<file path="src/rtl/flags_ctrl.sv">
// Flags write-port arbiter: merges ALU and microcode flag updates and
// runs the interrupt-entry snapshot / push / clear-TF-IF sequence.
module flags_ctrl (
    input  logic        clk,
    input  logic        reset,
    input  logic        alu_valid,
    input  logic [15:0] alu_flags,
    input  logic [8:0]  alu_mask,
    output logic        alu_ready,
    input  logic        uc_valid,
    input  logic [15:0] uc_flags,
    input  logic [8:0]  uc_mask,
    output logic        uc_ready,
    input  logic        int_req,
    output logic        int_ack,
    input  logic [15:0] flags_cur,
    output logic [15:0] saved_flags,
    output logic        saved_valid,
    input  logic        saved_ready,
    output logic [15:0] flags_in,
    output logic [8:0]  update_flags,
    output logic        busy
);

    typedef enum logic [2:0] {
        IDLE,
        SNAP,
        PUSH,
        CLEAR,
        ACK
    } state_t;

    // Only TF and IF are written on interrupt entry.
    localparam logic [8:0] TI_MASK = 9'b0_0110_0000;

    state_t      state;
    state_t      state_nxt;
    logic [8:0]  merge_mask;
    logic [15:0] merge_flags;

    // Mask bit k -> architectural flag bit position.
    function automatic logic [3:0] bit_pos(input int k);
        case (k)
            0:       bit_pos = 4'd0;
            1:       bit_pos = 4'd2;
            2:       bit_pos = 4'd4;
            3:       bit_pos = 4'd6;
            4:       bit_pos = 4'd7;
            5:       bit_pos = 4'd8;
            6:       bit_pos = 4'd9;
            7:       bit_pos = 4'd10;
            default: bit_pos = 4'd11;
        endcase
    endfunction

    // Merge both requesters; microcode wins on colliding mask bits.
    always_comb begin
        merge_mask  = (alu_valid ? alu_mask : 9'd0)
                    | (uc_valid ? uc_mask : 9'd0);
        merge_flags = 16'd0;
        for (int k = 0; k < 9; k++) begin
            if (merge_mask[k]) begin
                if (uc_valid && uc_mask[k])
                    merge_flags[bit_pos(k)] = uc_flags[bit_pos(k)];
                else
                    merge_flags[bit_pos(k)] = alu_flags[bit_pos(k)];
            end
        end
    end

    // State register.
    always_ff @(posedge clk or posedge reset) begin
        if (reset)
            state <= IDLE;
        else
            state <= state_nxt;
    end

    // Snapshot of the flags taken after any IDLE-cycle commit has landed.
    always_ff @(posedge clk or posedge reset) begin
        if (reset)
            saved_flags <= 16'd0;
        else if (state == SNAP)
            saved_flags <= flags_cur;
    end

    // Next-state and output decode; requests only pass through in IDLE.
    always_comb begin
        state_nxt    = state;
        alu_ready    = 1'b0;
        uc_ready     = 1'b0;
        update_flags = 9'd0;
        flags_in     = 16'd0;
        saved_valid  = 1'b0;
        int_ack      = 1'b0;
        busy         = 1'b1;
        case (state)
            IDLE: begin
                busy         = 1'b0;
                alu_ready    = !reset;
                uc_ready     = !reset;
                update_flags = reset ? 9'd0 : merge_mask;
                flags_in     = reset ? 16'd0 : merge_flags;
                if (int_req)
                    state_nxt = SNAP;
            end
            SNAP: begin
                state_nxt = PUSH;
            end
            PUSH: begin
                saved_valid = 1'b1;
                if (saved_ready)
                    state_nxt = CLEAR;
            end
            CLEAR: begin
                update_flags = TI_MASK;
                state_nxt    = ACK;
            end
            ACK: begin
                int_ack   = 1'b1;
                state_nxt = IDLE;
            end
            default: begin
                state_nxt = IDLE;
            end
        endcase
    end

endmodule

</file>
<file path="config.mk">
export PLATFORM = sky130hd
export DESIGN_NAME = flags_ctrl
export DESIGN_NICKNAME = d
export VERILOG_FILES = /design/src/rtl/flags_ctrl.sv
export SDC_FILE = /design/constraint.sdc
export NUM_CORES = 1
export LEC_CHECK = 0
export CAP_MARGIN = 20
export CORE_UTILIZATION = 30
export CTS_CLUSTER_SIZE = 10
export DETAILED_ROUTE_END_ITERATION = 10
export GPL_ROUTABILITY_DRIVEN = 0
export GPL_TIMING_DRIVEN = 0
export PLACE_DENSITY = 0.8
export REMOVE_ABC_BUFFERS = 1
export SYNTH_ARGS = -nofsm -noshare
export SYNTH_HDL_FRONTEND = slang
export SYNTH_SLANG_ARGS = --single-unit
</file>
<file path="constraint.sdc">
create_clock -name clk -period 5.1 [get_ports clk]
set_input_delay 1.02 -clock clk [delete_from_list [all_inputs] [get_ports clk]]
set_output_delay 1.02 -clock clk [all_outputs]
set_load 0.1 [all_outputs]
</file>
==> flow_summary_export.csv, run 1 <==
group,metric,value,unit
clocking,cts_made_buffers,3,
logic_synthesis,syn-instance-count,117,
placement,dp_cells,252,
clocking,max-clock-path-buffers,2,
grt,grt_max_degree,21,
floorplanning,die_w,64.48,um
clocking,path_clk_slew,0.07,ns
floorplanning,die_h,64.48,um
job,drv_cap,0,
critical_path,arrival,3.68,ns
grt,grt_pass1_wl,4926,um
clocking,cts_setup_buffers,0,
floorplanning,core,0.003716,sq mm
cells_and_area,diodes,0,
floorplanning,start_util,0.3152,
sta,min_period_over_period,0.9210,
floorplanning,fp-row-count,22,
cells_and_area,layout_common_cells,"clkdlybuf4s50_1, dfrtp_1, mux2_2, nand2_1",
routing,drt-pass1-iter-count,4,
placement,portBuffers,96,
clocking,htree_num_levels,1,
sta,tns,0,ns
clocking,clock_latency,0.25,ns
grt,antenna_found_initial,0,
grt,grt.total_usage,0.1500,
sta,rsz0062_at_grt,"no",
grt,grt_overflow,0,
routing,drc,0,
outcome,status,"complete, no violations",
routing,antenna_left,0,
clocking,cts.repair.resized,0,
logic_synthesis,ys_ff_latch,19,
clocking,ctsHoldBuffers,0,
clocking,cts_root_buffer,"clkbuf_8",
sta,clock.fmax,0.2129,GHz
cells_and_area,n_fill_cell,339,
critical_path,path_class,"in2out",
critical_path,critPathLaunchType,"input pin",
routing,vias,1206,
logic_synthesis,synth_area,0.001171,sq mm
worst_hold_path,hold_class,"reg2reg",
sta,hold_slack,0.5073,ns
clocking,cts_num_sinks,19,
logic_synthesis,ys_types,23,
cells_and_area,final_common_cell,"clkdlybuf4s50_1",
critical_path,r2r_slack,3.39,ns
critical_path,cp.required,4.08,ns
logic_synthesis,yosysWarnings,0,
sta,period_needed,4.697,ns
routing,routedWlPerCell,11.91,um
critical_path,critPathCaptureType,"primary output",
placement,hpwl,2442,um
cells_and_area,fin_util,0.5781,
sta,finalSetupViolations,0,
sta,skew,0.001496,ns
floorplanning,pin_count,118,
routing,drt_iter0_markers,31,
cells_and_area,drive_gt1_frac,0.1587,
sta,hold_viol,0,
logic_synthesis,synth_area_per_cell,10.01,sq um
cells_and_area,fin_cells,256,
floorplanning,dieArea,0.004158,sq mm
sta,relSlewSlack,0.3310,
sta,worst_slew_pin_slew,1.000,ns
routing,finalWirelength,3049,um
cells_and_area,fin_nets,281,
clocking,tritoncts,"yes",
cells_and_area,areaGrowthSynthToFinish,83.44,%
routing,avgViaCountPerCell,4.711,
critical_path,crit_fanout,20,
grt,first_global_vias,1158,
sta,slew_viol_final,0,
logic_synthesis,seq_area_frac_synth,0.4060,
==> cell usage after synthesis <==
library cell,instances,share of area
buf_4,8,0.051
mux2_2,16,0.15
buf_8,1,0.013
buf_6,2,0.019
nand2_1,16,0.051
a22oi_1,2,0.013
nand3b_1,1,0.0064
clkbuf_1,4,0.013
nand2b_4,1,0.012
a21oi_2,9,0.067
nor3b_1,2,0.013
mux2i_1,1,0.0085
nor3_1,1,0.0043
or3_4,1,0.0096
nand3_1,9,0.038
conb_1,1,0.0032
or2_2,1,0.0053
inv_1,3,0.0096
dfrtp_1,19,0.41
nand4_1,9,0.048
nor3b_4,1,0.016
a21oi_1,7,0.030
o21ai_0,2,0.0085
==> registers in the layout (all words and copies together) (netlist names) <==
| register | count |
|---|---|
| saved_flags | 16 |
| state | 3 |
==> final timing paths <==
| path | to | from | cells after the start |
|---|---|---|---|
| min reg2reg | saved_flags[11]$_DFFE_PP0P_ | saved_flags[11]$_DFFE_PP0P_ | 1 |
| max | update_flags[6] | reset | 5 |
| max reg2reg | saved_flags[3]$_DFFE_PP0P_ | state[2]$_DFFE_PP0P_ | 2 |
| max in group asynchronous | saved_flags[7]$_DFFE_PP0P_ | reset | 2 |
| min | saved_flags[11]$_DFFE_PP0P_ | saved_flags[11]$_DFFE_PP0P_ | 1 |
| min in group asynchronous | saved_flags[12]$_DFFE_PP0P_ | reset | 2 |
==> kinds of logic after synthesis <==
group,Yosys count,share of synthesized area
other cells,1,0.003202
simple gates,42,0.2041
flops,19,0.4060
buf+inv,18,0.1058
mux,17,0.1624
compound gates,20,0.1186
==> metal layers <==
metal | track usage | routed length [um]
met1 | 0.1731 | 1238
met2 | 0.2632 | 1426
met3 | 0.03873 | 360
met4 | 0.05833 | 23
met5 | 0 | 0
==> per-stage QoR <==
stage	cell area, sq um	worst slack, ns
floorplan	1081	0.1679
global placement	2102	0.3377
detailed placement	2102	0.3135
CTS	2148	0.3055
global route	2148	0.1616
finish	2148	0.4028
==> final cells by class <==
type | count | area, sq um | area share
Inverter | 3 | 11.26 | 0.005242
Clock buffer | 3 | 41.29 | 0.01922
Multi-Input combinational cell | 86 | 594.3 | 0.2766
Timing Repair Buffer | 96 | 960.9 | 0.4473
Tap cell | 48 | 60.06 | 0.02796
Sequential cell | 19 | 475.5 | 0.2213
Clock inverter | 1 | 5.005 | 0.002330
==> worst max-delay path, stage by stage <==
cell and delay (ns):
clkdlybuf4s50_1 0.40, inv_1 0.57, nand2b_4 0.30, o21ai_0 0.23, clkdlybuf4s50_1 1.16
Power of run 1 is not shown: default switching activity piles up to over one toggle a cycle in this logic, so the estimate is an artifact.
==> run 2: changes to the inputs <==
--- a/config.mk
+++ b/config.mk
@@ -13,6 +13,7 @@
 export GPL_TIMING_DRIVEN = 0
 export PLACE_DENSITY = 0.8
 export REMOVE_ABC_BUFFERS = 1
+export SETUP_SLACK_MARGIN = 0.15
 export SYNTH_ARGS = -nofsm -noshare
 export SYNTH_HDL_FRONTEND = slang
 export SYNTH_SLANG_ARGS = --single-unit
==> results of run 2 <==
The final DEF is identical to that of run 1; final timing and power are the same.
Power of run 2 is left out for the same reason.
